File: src/rtl/lsu_bus_if.sv
// Load/store unit between the core and the data bridge: sized accesses with byte
// enables, alignment checking, load extension and a bus handshake with timeout.
module lsu_bus_if #(
  parameter int DATA_W  = 32,
  parameter int ADDR_W  = 32,
  parameter int TIMEOUT = 16
) (
  input  logic                  cpu_clk,
  input  logic                  cpu_rst,
  input  logic                  req_valid,
  input  logic                  req_we,
  input  logic [1:0]            req_size,
  input  logic                  req_unsigned,
  input  logic [ADDR_W-1:0]     req_addr,
  input  logic [DATA_W-1:0]     req_wdata,
  output logic                  lsu_stall,
  output logic                  rsp_valid,
  output logic                  rsp_err,
  output logic [DATA_W-1:0]     rsp_rdata,
  output logic                  Bus_req,
  output logic [ADDR_W-1:0]     Bus_addr,
  output logic                  Bus_wen,
  output logic [DATA_W/8-1:0]   Bus_be,
  output logic [DATA_W-1:0]     Bus_wdata,
  input  logic                  Bus_ack,
  input  logic [DATA_W-1:0]     Bus_rdata
);

  localparam int NB = DATA_W / 8;
  localparam int LB = $clog2(NB);
  localparam int CW = (TIMEOUT > 1) ? $clog2(TIMEOUT) : 1;
  localparam logic [CW-1:0] TO_LAST = CW'((TIMEOUT > 0) ? TIMEOUT - 1 : 0);

  typedef enum logic [1:0] {IDLE, BUS, DONE, ERR} state_e;

  state_e            state_q, state_d;
  logic [CW-1:0]     cnt_q, cnt_d;
  logic              bus_req_q, bus_req_d;
  logic              wen_q, wen_d;
  logic [NB-1:0]     be_q, be_d;
  logic [ADDR_W-1:0] addr_q, addr_d;
  logic [DATA_W-1:0] wdata_q, wdata_d;
  logic              rsp_valid_q, rsp_valid_d;
  logic              rsp_err_q, rsp_err_d;
  logic [DATA_W-1:0] rsp_rdata_q, rsp_rdata_d;
  logic              we_q, we_d;
  logic [1:0]        size_q, size_d;
  logic              uns_q, uns_d;
  logic [LB-1:0]     lane_q, lane_d;

  // Request decode
  logic              misaligned, size_ok;
  logic [LB-1:0]     req_lane;
  logic [NB-1:0]     be_req;
  logic [DATA_W-1:0] wdata_rep;

  assign req_lane = req_addr[LB-1:0];
  assign size_ok  = (req_size != 2'd3) || (DATA_W == 64);

  always_comb begin
    misaligned = 1'b0;
    case (req_size)
      2'd0:    misaligned = 1'b0;
      2'd1:    misaligned = req_addr[0];
      2'd2:    misaligned = |req_addr[1:0];
      default: misaligned = |req_addr[2:0];
    endcase
  end

  always_comb begin
    be_req = '0;
    for (int b = 0; b < NB; b++)
      if (b >= int'(req_lane) && b < int'(req_lane) + (1 << req_size)) be_req[b] = 1'b1;
  end

  always_comb begin
    wdata_rep = req_wdata;
    case (req_size)
      2'd0:    wdata_rep = {NB{req_wdata[7:0]}};
      2'd1:    wdata_rep = {(NB/2){req_wdata[15:0]}};
      2'd2:    wdata_rep = {(DATA_W/32){req_wdata[31:0]}};
      default: wdata_rep = req_wdata;
    endcase
  end

  // Load data: align the addressed bytes to bit 0, then extend from the access size
  logic [DATA_W-1:0] shifted, mask, ld_ext;
  logic              sbit;
  int                nbytes;

  always_comb begin
    shifted = Bus_rdata >> {lane_q, 3'b000};
    nbytes  = 1 << size_q;
    mask    = '0;
    sbit    = 1'b0;
    for (int b = 0; b < NB; b++)
      if (b < nbytes) begin
        mask[8*b +: 8] = 8'hFF;
        sbit           = shifted[8*b+7];
      end
    ld_ext = shifted & mask;
    if (!uns_q && sbit) ld_ext = ld_ext | ~mask;
  end

  always_comb begin
    state_d     = state_q;
    cnt_d       = cnt_q;
    bus_req_d   = bus_req_q;
    wen_d       = wen_q;
    be_d        = be_q;
    addr_d      = addr_q;
    wdata_d     = wdata_q;
    rsp_valid_d = 1'b0;
    rsp_err_d   = 1'b0;
    rsp_rdata_d = '0;
    we_d        = we_q;
    size_d      = size_q;
    uns_d       = uns_q;
    lane_d      = lane_q;
    case (state_q)
      IDLE: begin
        if (req_valid) begin
          if (!size_ok || misaligned) begin
            state_d     = ERR;
            rsp_valid_d = 1'b1;
            rsp_err_d   = 1'b1;
          end else begin
            state_d   = BUS;
            cnt_d     = '0;
            bus_req_d = 1'b1;
            wen_d     = req_we;
            be_d      = be_req;
            addr_d    = {req_addr[ADDR_W-1:LB], {LB{1'b0}}};
            wdata_d   = wdata_rep;
            we_d      = req_we;
            size_d    = req_size;
            uns_d     = req_unsigned;
            lane_d    = req_lane;
          end
        end
      end
      BUS: begin
        // Ack is checked first so an ack on the final allowed cycle still completes
        if (Bus_ack) begin
          state_d     = DONE;
          bus_req_d   = 1'b0;
          wen_d       = 1'b0;
          be_d        = '0;
          cnt_d       = '0;
          rsp_valid_d = 1'b1;
          rsp_rdata_d = we_q ? '0 : ld_ext;
        end else if (TIMEOUT != 0 && cnt_q == TO_LAST) begin
          state_d     = ERR;
          bus_req_d   = 1'b0;
          wen_d       = 1'b0;
          be_d        = '0;
          cnt_d       = '0;
          rsp_valid_d = 1'b1;
          rsp_err_d   = 1'b1;
        end else begin
          cnt_d = cnt_q + 1'b1;
        end
      end
      DONE:    state_d = IDLE;
      ERR:     state_d = IDLE;
      default: state_d = IDLE;
    endcase
  end

  always_ff @(posedge cpu_clk) begin
    if (cpu_rst) begin
      state_q     <= IDLE;
      cnt_q       <= '0;
      bus_req_q   <= 1'b0;
      wen_q       <= 1'b0;
      be_q        <= '0;
      addr_q      <= '0;
      wdata_q     <= '0;
      rsp_valid_q <= 1'b0;
      rsp_err_q   <= 1'b0;
      rsp_rdata_q <= '0;
      we_q        <= 1'b0;
      size_q      <= 2'd0;
      uns_q       <= 1'b0;
      lane_q      <= '0;
    end else begin
      state_q     <= state_d;
      cnt_q       <= cnt_d;
      bus_req_q   <= bus_req_d;
      wen_q       <= wen_d;
      be_q        <= be_d;
      addr_q      <= addr_d;
      wdata_q     <= wdata_d;
      rsp_valid_q <= rsp_valid_d;
      rsp_err_q   <= rsp_err_d;
      rsp_rdata_q <= rsp_rdata_d;
      we_q        <= we_d;
      size_q      <= size_d;
      uns_q       <= uns_d;
      lane_q      <= lane_d;
    end
  end

  assign lsu_stall = req_valid & ~rsp_valid_q;
  assign rsp_valid = rsp_valid_q;
  assign rsp_err   = rsp_err_q;
  assign rsp_rdata = rsp_rdata_q;
  assign Bus_req   = bus_req_q;
  assign Bus_addr  = addr_q;
  assign Bus_wen   = wen_q;
  assign Bus_be    = be_q;
  assign Bus_wdata = wdata_q;

endmodule

File: config.mk
export PLATFORM = sky130hd
export DESIGN_NAME = lsu_bus_if
export DESIGN_NICKNAME = d
export VERILOG_FILES = /design/src/rtl/lsu_bus_if.sv
export SDC_FILE = /design/constraint.sdc
export NUM_CORES = 1
export LEC_CHECK = 0
export CELL_PAD_IN_SITES_DETAIL_PLACEMENT = 1
export CELL_PAD_IN_SITES_GLOBAL_PLACEMENT = 1
export CORE_ASPECT_RATIO = 0.5
export CORE_UTILIZATION = 32
export DETAILED_ROUTE_END_ITERATION = 12
export PLACE_DENSITY_LB_ADDON = 0.1
export SYNTH_ARGS = -nofsm -noshare
export SYNTH_HDL_FRONTEND = slang
export SYNTH_SLANG_ARGS = --single-unit
File: constraint.sdc
create_clock -name cpu_clk -period 5.4 [get_ports cpu_clk]
set_input_delay 1.62 -clock cpu_clk [delete_from_list [all_inputs] [get_ports cpu_clk]]
set_output_delay 1.62 -clock cpu_clk [all_outputs]
set_load 0.01 [all_outputs]
==> flow_summary.yaml <==
layout:
  antenna_cells: 0
  final_cells: 962
  seq_area_sq_um: 2280
  nFillCells: 1674
  drive_gt1_share_pct: 6.41
  final_nets: 860
  area_growth_pct: 56.6
  multi_input_area_sq_um: 2280
clocking:
  insertion_delay_ps: 410
  post_cts_buffers: 0
  path_clk_slew_ps: 50
  cts_hold_buf: 0
  root_buffer: "clkbuf_16"
  cts_tree: "done"
  cts_num_sinks: 114
  h-tree-depth: 4
  cts-buffers-inserted: 17
  cts.path.max_buffers: 2
  ctsResizeCount: 0
yosys:
  yosys.area.top_type: "dfxtp_1"
  netlist_top_cells_area: "dfxtp_1 (48%), nand2_1 (11%), a21oi_1 (8.1%)"
  avgSynthCellArea_sq_um: 8.44
  ys.flop_type: "dfxtp_1"
  syn_area_sq_um: 4760
  synth.distinct_cells: 46
  synth_edf_count: 0
  synth_top_area_share_pct: 47.9
  netlist_instances: 564
  synth_warnings: 0
  yosysMostFrequentCell: "nand2_1"
  synth_common_cells: "nand2_1 (135), dfxtp_1 (114), a21oi_1 (77)"
  synth-seq-cells: 114
  synthArstFlopShare_pct: 0
  synth-seq-area-share_pct: 47.9
drt:
  routed_wl_um: 15900
  wl_per_cell_um: 16.5
  vias_per_cell: 4.81
  vias: 4632
  drc_errors: 0
  final_antenna_net_count: 0
  initialDrtViolationCount: 239
  first_pass_iters: 4
die:
  initial_utilization_pct: 32.8
  num_io_pins: 209
  coreArea_sq_um: 14500
  fp.dieArea_sq_um: 15400
  fp.dieH_um: 88.3
  dieWidth_um: 175
  rows: 31
setup_path:
  setup.worst_path.class: "in2out"
  required_ps: 3780
  path_max_fanout: 6
  r2r_cells: 5
  critPathArrivalTime_ps: 2890
  critPathLaunchType: "input port"
  crit_path_end_kind: "primary output"
sta:
  finalMaxSlewViolations: 0
  rsz0062_at_grt: "no"
  hold_viol: 0
  finalCritPeriodShare_pct: 83.5
  finalSetupViolCount: 0
  tns_ps: 0
  fmax_mhz: 222
  fin_skew_ps: 9.97
  slew_headroom_pct: 35.6
  tightest_slew_ps: 966
  fin_ws_ps: 889
  final.min_clock_period_ps: 4510
global_routing:
  grt_util_met1_pct: 25.5
  overflow: 0
  grt_start_max_net_pins: 85
  grt_pass1_wl_um: 24700
  grt_pass1_vias: 4533
  grt_util_met3_pct: 8.29
  track_usage_pct: 20.7
  antenna_found_initial: 0
  met2_usage_pct: 33.5
  grt-busiest-layer: "met2"
placed_design:
  port-buffer-count: 206
  placed_cells: 932
  gp_congestion: 0.770
  pre_cts_ws_ps: 882
  hpwl_um: 10900
job:
  maxCapViolCount: 0
min_path:
  hold_class: "reg2reg"
  hold_depth: 2
pwr:
  vdd.ir_drop.worst_mv: 0.195
  p_leak_nw: 2.68
  finalPower_mw: 2.31
  powerDensity_nw_per_um2: 309
outcome:
  status: "finished clean"
path summary, 6_finish.rpt:
kind                                   from            to  slack [ps]
worst min-delay path            Bus_addr[6]   Bus_addr[6]         450
worst max register to register   state_q[0]  Bus_wdata[9]        3320
worst max-delay path              req_valid     lsu_stall         890
worst min register to register  Bus_addr[6]   Bus_addr[6]         450
registers in the layout (all words and copies together) (netlist names), 2 cells and up:
register / cells
Bus_be: 4
cnt_q: 4
lane_q: 2
size_q: 2
rsp_rdata: 32
Bus_wdata: 32
Bus_addr: 30
state_q: 2
area by class of cell:
cell class | count | share of cell area [%]
flip-flops and latches | 114 | 30.6
multi-input cells | 407 | 30.5
clock buffers | 19 | 6.07
well taps | 198 | 3.32
repair buffers | 213 | 28.3
clock inverters | 11 | 1.21
cell usage in the layout (no fill, tap or decap), drive strengths merged, types with 2 or more instances in the layout:
master	netlist	final
clkbuf	25	19
and2	2	2
dfxtp	114	114
nor3	4	4
a31oi	3	3
clkinv	0	6
conb	1	2
or2	3	3
a21oi	77	77
nor2b	13	13
nand2b	10	10
nor2	36	36
mux2i	33	33
nand2	135	135
clkdlybuf4s50	0	205
buf	19	8
nand3b	2	2
clkinvlp	0	4
a311oi	8	8
or3	3	3
o21ai	30	30
a211oi	24	24
o21bai	2	2
ha	2	2
o32ai	2	2
nand3	3	3
logic make-up after synthesis:
logic type,Yosys count,share of synthesized area (%)
simple gates,216,20.1
compound gates,152,19.0
flops,114,47.9
buf+inv,44,4.52
mux,34,7.41
fa+ha+maj,3,0.946
other cells,1,0.0787
metal layers:
metal | vias to the layer above | share of wire (%)
met5 | - | 0
met4 | 0 | 1.1
met3 | 18 | 9.0
met2 | 143 | 46
met1 | 2165 | 44
li1 | 2306 | -
worst max-delay path, stage by stage:
cell and delay (ps):
clkdlybuf4s50_1 570, nor2b_1 160, clkdlybuf4s50_1 540
per-stage QoR:
step	utilization, %	hold slack, ps	instance area [sq um]
5_1_grt	51.4	465	7460
2_1_floorplan	-	431	4770
3_5_place_dp	47.7	448	6920
6_report	51.4	453	7460
4_1_cts	51.4	455	7460
3_3_place_gp	47.7	441	6920
power by group:
| group | switching, mW | internal [mW] | total (mW) |
|---|---|---|---|
| clock network | 0.400 | 0.645 | 1.05 |
| registers | 0.0210 | 0.882 | 0.903 |
| logic | 0.171 | 0.186 | 0.357 |
(Power assumes the default switching activity.)
